File: src/rtl/cfeb_match_pkg.sv
// Shared definitions for the LCT/L1A match logic: state encoding and default widths.
package cfeb_match_pkg;

  typedef enum logic {
    IDLE = 1'b0,
    OPEN = 1'b1
  } match_state_e;

  localparam int unsigned WIN_W_DEF = 4;
  localparam int unsigned CNT_W_DEF = 16;

endpackage

File: src/rtl/lct_l1a_match_sat_cnt.sv
// Saturating up-counter with synchronous clear; clear wins over increment.
module sat_cnt #(
  parameter int unsigned W = 16
) (
  input  logic         CLK,
  input  logic         clr,
  input  logic         inc,
  output logic [W-1:0] cnt
);

  // Count events, holding at all-ones instead of wrapping.
  always_ff @(posedge CLK) begin
    if (clr) begin
      cnt <= '0;
    end else if (inc && (cnt != '1)) begin
      cnt <= cnt + 1'b1;
    end
  end

endmodule

File: src/rtl/lct_l1a_match.sv
// LCT/L1A coincidence matcher. Classifies each L1A as MATCH/NOMATCH against a
// window opened by the delayed LCT, and flags LCT windows that expire unused.
// Optional saturating event counters are built when LCT_L1A_CNT_EN is defined;
// otherwise the count outputs are tied to zero and CNT_CLR is ignored.
module lct_l1a_match
  import cfeb_match_pkg::*;
#(
  parameter int unsigned WIN_W = WIN_W_DEF,
  parameter int unsigned CNT_W = CNT_W_DEF
) (
  input  logic             CLK,
  input  logic             RST,
  input  logic             LCT_DLY,
  input  logic             L1A,
  input  logic [WIN_W-1:0] WIN,
  input  logic             CNT_CLR,
  output logic             L1A_MATCH,
  output logic             L1A_NOMATCH,
  output logic             LCT_TMO,
  output logic             WIN_OPEN,
  output logic [CNT_W-1:0] MATCH_CNT,
  output logic [CNT_W-1:0] NOMATCH_CNT,
  output logic [CNT_W-1:0] TMO_CNT
);

  match_state_e     state;
  logic [WIN_W-1:0] rem;
  logic             win_zero;

  assign win_zero = (WIN == '0);
  assign WIN_OPEN = (state == OPEN);

  // Window FSM with registered single-cycle strobes; WIN is captured only when REM loads.
  always_ff @(posedge CLK) begin
    if (RST) begin
      state       <= IDLE;
      rem         <= '0;
      L1A_MATCH   <= 1'b0;
      L1A_NOMATCH <= 1'b0;
      LCT_TMO     <= 1'b0;
    end else begin
      L1A_MATCH   <= 1'b0;
      L1A_NOMATCH <= 1'b0;
      LCT_TMO     <= 1'b0;
      case (state)
        IDLE: begin
          if (L1A) begin
            if (LCT_DLY) L1A_MATCH   <= 1'b1;
            else         L1A_NOMATCH <= 1'b1;
          end else if (LCT_DLY) begin
            if (win_zero) begin
              LCT_TMO <= 1'b1;
            end else begin
              state <= OPEN;
              rem   <= WIN;
            end
          end
        end
        OPEN: begin
          if (L1A) begin
            // A coincident new LCT is absorbed by this same L1A.
            L1A_MATCH <= 1'b1;
            state     <= IDLE;
            rem       <= '0;
          end else if (LCT_DLY) begin
            // Previous LCT times out; the new one restarts the window unless it has zero length.
            LCT_TMO <= 1'b1;
            if (win_zero) begin
              state <= IDLE;
              rem   <= '0;
            end else begin
              rem <= WIN;
            end
          end else if (rem == WIN_W'(1)) begin
            LCT_TMO <= 1'b1;
            state   <= IDLE;
            rem     <= '0;
          end else begin
            rem <= rem - 1'b1;
          end
        end
        default: begin
          state <= IDLE;
          rem   <= '0;
        end
      endcase
    end
  end

`ifdef LCT_L1A_CNT_EN
  logic cnt_clr;

  assign cnt_clr = RST | CNT_CLR;

  sat_cnt #(.W(CNT_W)) u_match_cnt (
    .CLK (CLK),
    .clr (cnt_clr),
    .inc (L1A_MATCH),
    .cnt (MATCH_CNT)
  );

  sat_cnt #(.W(CNT_W)) u_nomatch_cnt (
    .CLK (CLK),
    .clr (cnt_clr),
    .inc (L1A_NOMATCH),
    .cnt (NOMATCH_CNT)
  );

  sat_cnt #(.W(CNT_W)) u_tmo_cnt (
    .CLK (CLK),
    .clr (cnt_clr),
    .inc (LCT_TMO),
    .cnt (TMO_CNT)
  );
`else
  logic unused_cnt_clr;

  assign unused_cnt_clr = CNT_CLR;
  assign MATCH_CNT      = '0;
  assign NOMATCH_CNT    = '0;
  assign TMO_CNT        = '0;
`endif

endmodule

File: config.mk
export PLATFORM = sky130hd
export DESIGN_NAME = lct_l1a_match
export DESIGN_NICKNAME = d
export VERILOG_FILES = /design/src/rtl/cfeb_match_pkg.sv /design/src/rtl/lct_l1a_match_sat_cnt.sv /design/src/rtl/lct_l1a_match.sv
export SDC_FILE = /design/constraint.sdc
export NUM_CORES = 1
export LEC_CHECK = 0
export ABC_AREA = 1
export ABC_CLOCK_PERIOD_IN_PS = 1800
export CORE_MARGIN = 4
export CORE_UTILIZATION = 37
export CTS_BUF_LIST = sky130_fd_sc_hd__clkbuf_8 sky130_fd_sc_hd__clkbuf_16
export DETAILED_ROUTE_END_ITERATION = 10
export GPL_TIMING_DRIVEN = 0
export PLACE_DENSITY = 0.94
export SYNTH_ARGS = -nofsm -noshare
export SYNTH_HDL_FRONTEND = slang
export SYNTH_SLANG_ARGS = --single-unit
File: constraint.sdc
create_clock -name CLK -period 1.8 [get_ports CLK]
set_clock_uncertainty 0.15 [all_clocks]
set_input_delay 0.36 -clock CLK [delete_from_list [all_inputs] [get_ports CLK]]
set_output_delay 0.36 -clock CLK [all_outputs]
set_load 0.02 [all_outputs]
==> results of run 1 <==
sequential cells by signal, summed over array words and instances (netlist names):
register and flops:
L1A_MATCH 1, WIN_OPEN 1, LCT_TMO 1, rem 4, L1A_NOMATCH 1
cells in the mapped netlist, drive strengths merged:
cell type / n
clkinv: 1
nand3: 10
nand2: 14
o21ai: 3
dfxtp: 8
nor3: 3
inv: 11
buf: 48
nor2: 11
conb: 1
a21oi: 5
ha: 2
cell families (layout without fill, tap and decap cells):
| group | Yosys count | count (layout) | share of synthesized area |
|---|---|---|---|
| other | 1 | 48 | 0.00453 |
| flip-flops | 8 | 8 | 0.193 |
| adder cells (fa/ha/maj) | 2 | 2 | 0.0302 |
| AND/OR/NAND/NOR | 38 | 38 | 0.228 |
| buffers and inverters | 60 | 74 | 0.491 |
| AO/OA/AOI/OAI | 8 | 8 | 0.0529 |
metrics by stage:
step	setup WS, ns	utilization	cells	hold WS [ns]
3_5_place_dp	-0.00608	0.563	202	0.350
5_1_grt	0.118	0.584	205	0.388
2_1_floorplan	0.570	-	164	0.279
6_report	0.162	0.584	205	0.354
4_1_cts	0.00541	0.583	205	0.355
3_3_place_gp	0.00757	0.563	202	0.327
report_power, final:
| part | internal (mW) | total, mW | leakage [nW] | switching (mW) |
|---|---|---|---|---|
| logic | 0.109 | 0.263 | 0.630 | 0.154 |
| clock network | 0.145 | 0.221 | 0.0216 | 0.0759 |
| registers | 0.187 | 0.193 | 0.0655 | 0.00584 |
final cells by class:
| type | instances | area [sq um] |
|---|---|---|
| plain buffers | 48 | 360 |
| clock buffers | 3 | 41.3 |
| fillers | 197 | 850 |
| inverters | 12 | 46.3 |
| multi-input cells | 96 | 438 |
| flip-flops and latches | 8 | 160 |
| well taps | 27 | 33.8 |
| repair buffers | 11 | 113 |
metal layers:
layer,part of all wire,GRT usage
met2,0.50,0.194
met1,0.34,0.119
met4,0.018,0.0382
met5,0,0
met3,0.15,0.0443
final timing paths:
| check | cells past startpoint | to | slack, ns | start |
|---|---|---|---|---|
| setup / recovery | 1 | L1A_NOMATCH | 0.16 | L1A_NOMATCH$_SDFF_PP0_ |
| hold / removal | 2 | rem[2]$_SDFFE_PP0P_ | 0.35 | rem[2]$_SDFFE_PP0P_ |
| hold reg to reg | 2 | rem[2]$_SDFFE_PP0P_ | 0.35 | rem[2]$_SDFFE_PP0P_ |
| setup reg to reg | 7 | rem[3]$_SDFFE_PP0P_ | 0.46 | rem[1]$_SDFFE_PP0P_ |
==> metrics.md, run 1 <==
| Metric | Value |
|---|---|
| Run status | `finished, final reports clean` |
| Aggregate global-route resource usage | `0.111` |
| # diodes | `0` |
| Dominant cell type by area after synthesis | `buf_4` |
| Most area-consuming cells after synthesis | `buf_4 44%, dfxtp_1 19%, nand3_1 6.0%` |
| Remaining antenna violation count | `0` |
| Final GP Congestion | `about 0.83` |
| TritonCTS clock tree | `yes` |
| Row cnt | `16` |
| Iteration count of the initial detailed-routing pass | `4` |
| TritonCTS buffer count | `3` |
| Core area | `2040 sq um` |
| Type of the tightest min-delay check | `reg2reg` |
| Number of gates resized after cts | `0` |
| Top-level port count | `a little over 60` |
| Accumulated negative setup slack | `0 ns` |
| PortBufs | `11` |
| Final Power | `just under 700 uW` |
| Layout area overhead | `44.0%` |
| Static leakage power | `roughly 0.72 nW` |
| CTS max path bufs | `2` |
| Max stage delay cell, worst path | `clkdlybuf4s50_1` |
| Gate family responsible for the most delay along the worst path | `buffers and inverters` |
| Routed vias/inst | `between 3 and 4` |
| Die boundary width | `around 55 um` |
| Aggregate routed wire length | `1620 um` |
| PwrDens | `~570 nW/um^2` |
| Flip-flop and latch count after synthesis | `8` |
| Most used cells in the layout excluding fill and tap cells | `48 x buf_4, 48 x conb_1, 11 x nand2_1` |
| Unique masters post-synth | `18` |
| Largest vdd supply drop | `0.362 mV` |
| Via count of the first global-routing pass | `slightly below 700` |
| Number of max-cap violations | `0` |
| Share of cells above drive strength 1 | `0.348` |
| Highest Clock Rate | `~600 MHz` |
| Crit path kind | `reg2out` |
| Required time worst endpoint | `roughly 1.3 ns` |
| Clock period minus final worst setup slack | `about 1.6 ns` |
| Clock sink count | `8` |
| Clock Pin Slew Worst Setup and Hold Paths | `0.05 ns` |
| Floorplan die height | `approximately 55 um` |
| Instance area after placement | `between 1000 and 1500 sq um` |
| Highest cell delay on the worst timing path | `around 0.60 ns` |
| Global route total overflow | `0` |
| Clock network latency to the later pin of the worst-skew pair | `approximately 0.23 ns` |
| Unrepaired setup endpoints after global routing | `false` |
| Die ar. | `slightly above 3000 sq um` |
| Endpoints failing hold | `0` |
| Fraction of the yosys area taken by sequential cells | `0.193` |
| Final setup violation count | `0` |
| Yosys warning count | `0` |
| Number of standard cells after synthesis | `between 100 and 150` |
| Largest net degree at the start of global routing | `6` |
| Netlist Area Pre-Place | `828 sq um` |
| Wire length of the first global-routing pass | `~2800 um` |
| Fin. max-slew vios | `0` |
| Post-Layout Inst Area | `1190 sq um` |
| Deepest level of the CTS H-tree | `1` |
| CTS hold repair buffers | `0` |
| Number of vias in the routed layout | `between 700 and 800` |
| Post-CTS Repair Setup Buffers | `0` |
| Period utilization | `0.910` |
| Type of element capturing the critical path | `output port` |
| Root Buffer Master | `clkbuf_8` |
| Highest net fanout along the worst path | `1` |
| Startpoint type of the worst setup path | `flip-flop` |
| Crit path buffers/inverters | `1` |
| Avg WL per Cell | `about 7.9 um` |
| HPWL after DPL | `1390 um` |
| Critical path cell sequence | `clkdlybuf4s50_1` |
| Average cell area after synthesis | `between 7 and 8 sq um` |
| Worst endpoint data arrival time | `between 1 and 1.5 ns` |
| Initial DRC Count | `12` |
| DR DRC count | `0` |
| Final Net Count | `191` |
| Initial antenna violation count | `0` |
| Initial standard-cell utilization of the core | `0.406` |
| Fraction of post-synthesis cell area in the top cell type by area | `0.435` |
(Power assumes the default switching activity.)
==> run 2: changes to the inputs <==
- SKIP_LAST_GASP: unset -> 1
==> results of run 2 <==
No change in the layout: final DEF, timing and power equal those of run 1.
==> run 3: changes to the inputs <==
- CELL_PAD_IN_SITES_DETAIL_PLACEMENT: unset -> 0
- CELL_PAD_IN_SITES_GLOBAL_PLACEMENT: unset -> 1
- CORE_MARGIN: 4 -> unset
- CORE_UTILIZATION: 37 -> 24
- CTS_BUF_LIST: sky130_fd_sc_hd__clkbuf_8 sky130_fd_sc_hd__clkbuf_16 -> unset
==> metrics.md, run 3 (synthesis gave the netlist of run 1 again) <==
| Metric | Value |
|---|---|
| Final GP Congestion | `0.791 (-5.2%)` |
| Top-level port count | `61 (unchanged)` |
| Worst endpoint data arrival time | `1.15 ns (+0.02 ns)` |
| PwrDens | `493 nW/um^2 (-13%)` |
| Critical path cell sequence | `clkdlybuf4s50_1` |
| CTS hold repair buffers | `0 (unchanged)` |
| Run status | `finished, final reports clean` |
| Largest vdd supply drop | `0.204 mV (-44%)` |
| Register bank with the most flops | `rem` |
| Startpoint type of the worst setup path | `flip-flop` |
| Most used cells in the layout excluding fill and tap cells | `48 x buf_4, 48 x conb_1, 11 x nand2_1` |
| Clock sink count | `8 (unchanged)` |
| Largest net degree at the start of global routing | `6 (unchanged)` |
| Row cnt | `20 (+4)` |
| Initial standard-cell utilization of the core | `0.263 (-0.143)` |
| Highest net fanout along the worst path | `1 (unchanged)` |
| Final setup violation count | `0 (unchanged)` |
| Type of element capturing the critical path | `output port` |
| Global route total overflow | `0 (unchanged)` |
| Root Buffer Master | `clkbuf_4` |
| DR DRC count | `0 (unchanged)` |
| Gate family responsible for the most delay along the worst path | `buffers and inverters` |
| Crit path kind | `reg2out` |
| Core area | `3150 sq um (+54%)` |
| Clock network latency to the later pin of the worst-skew pair | `0.25 ns (+0.02 ns)` |
| Routed vias/inst | `3.09 (-12%)` |
| Sequential standard cell area | `160 sq um (unchanged)` |
| Die ar. | `3690 sq um (+21%)` |
| Static leakage power | `0.697 nW (-2.8%)` |
| CTS max path bufs | `2 (unchanged)` |
| TritonCTS clock tree | `yes` |
| PortBufs | `11 (unchanged)` |
| Share of cells above drive strength 1 | `0.348 (unchanged)` |
| # diodes | `0 (unchanged)` |
| Number of vias in the routed layout | `687 (-4.7%)` |
| Remaining antenna violation count | `0 (unchanged)` |
| Multi-input combinational cell area | `438 sq um (unchanged)` |
| Max reg flops | `4 (unchanged)` |
| Deepest level of the CTS H-tree | `1 (unchanged)` |
| Floorplan die height | `60.7 um (+9.8%)` |
| Max stage delay cell, worst path | `clkdlybuf4s50_1` |
| Via count of the first global-routing pass | `501 (-27%)` |
| Count of filler cells inserted in the layout | `363 (+84%)` |
| HPWL after DPL | `1230 um (-12%)` |
| Endpoints failing hold | `0 (unchanged)` |
| Final Net Count | `191 (unchanged)` |
| Layout area overhead | `43.8%` |
| Crit path buffers/inverters | `1 (unchanged)` |
| Wire length of the first global-routing pass | `2060 um (-26%)` |
| Post-CTS Repair Setup Buffers | `0 (unchanged)` |
| Type of the tightest min-delay check | `reg2reg` |
| Number of gates resized after cts | `1 (+1)` |
| Initial DRC Count | `10 (-2)` |
| Final design utilization | `0.378 (-0.206)` |
| Slack of the critical path | `0.145 ns (-0.0178 ns)` |
| Initial antenna violation count | `0 (unchanged)` |
| Number of max-cap violations | `0 (unchanged)` |
| Aggregate global-route resource usage | `0.0778 (-0.0327)` |
| Iteration count of the initial detailed-routing pass | `4 (unchanged)` |
| Unrepaired setup endpoints after global routing | `false` |
| Highest Clock Rate | `604 MHz (-1.1%)` |
| Aggregate routed wire length | `1370 um (-16%)` |
| TritonCTS buffer count | `3 (unchanged)` |
| Die boundary width | `60.7 um (+9.8%)` |
| Pre-CTS WS | `-0.00319 ns (+0.00289 ns)` |
| Highest cell delay on the worst timing path | `0.59 ns (about the same)` |
| Final Power | `587 uW (-13%)` |
| Fin. max-slew vios | `0 (unchanged)` |
| Clock Pin Slew Worst Setup and Hold Paths | `0.05 ns (about the same)` |
| Period utilization | `0.920 (+0.00987)` |
| Clock period minus final worst setup slack | `1.66 ns (+0.0178 ns)` |
| Avg WL per Cell | `6.17 um (-22%)` |
| Required time worst endpoint | `1.29 ns (about the same)` |
## run 3: final timing paths
path	start	endpoint	slack, ns	cells past startpoint
hold / removal	rem[2]$_SDFFE_PP0P_	rem[2]$_SDFFE_PP0P_	0.35	2
setup reg to reg	rem[1]$_SDFFE_PP0P_	rem[3]$_SDFFE_PP0P_	0.46	7
hold reg to reg	rem[2]$_SDFFE_PP0P_	rem[2]$_SDFFE_PP0P_	0.35	2
setup / recovery	L1A_MATCH$_SDFF_PP0_	L1A_MATCH	0.14	1
## run 3: power breakdown
group	total, mW	switching (mW)	internal (mW)
sequential	0.192	0.00535	0.186
clock	0.137	0.0607	0.0763
combinational	0.258	0.150	0.108
total	0.587	0.216	0.371
## run 3: metal layers
metal / track usage / wire, um
met1: 0.0940 / 589
met2: 0.110 / 607
met3: 0.0448 / 153
met4: 0.0390 / 19
met5: 0 / 0
## run 3: final cells by class
type                            instances  area share
Tap cell                               44      0.0462
Clock buffer                            3      0.0189
Timing Repair Buffer                   11      0.0914
Inverter                               12      0.0389
Sequential cell                         8       0.134
Multi-Input combinational cell         96       0.368
Buffer                                 48       0.303
## run 3: metrics by stage
step | TNS (ns) | hold WS (ns) | cells | instance area, sq um
finish | 0 | 0.347 | 222 | 1190
global route | 0 | 0.390 | 222 | 1190
CTS | 0 | 0.339 | 222 | 1190
detailed placement | -0.00319 | 0.331 | 219 | 1170
global placement | 0 | 0.326 | 219 | 1170
floorplan | 0 | 0.279 | 164 | 1000
## run 3: worst min-delay path, cell delays in order, from the launching register on
cell and delay [ns]:
dfxtp_1 0.32, nand2_1 0.07, a21oi_1 0.06
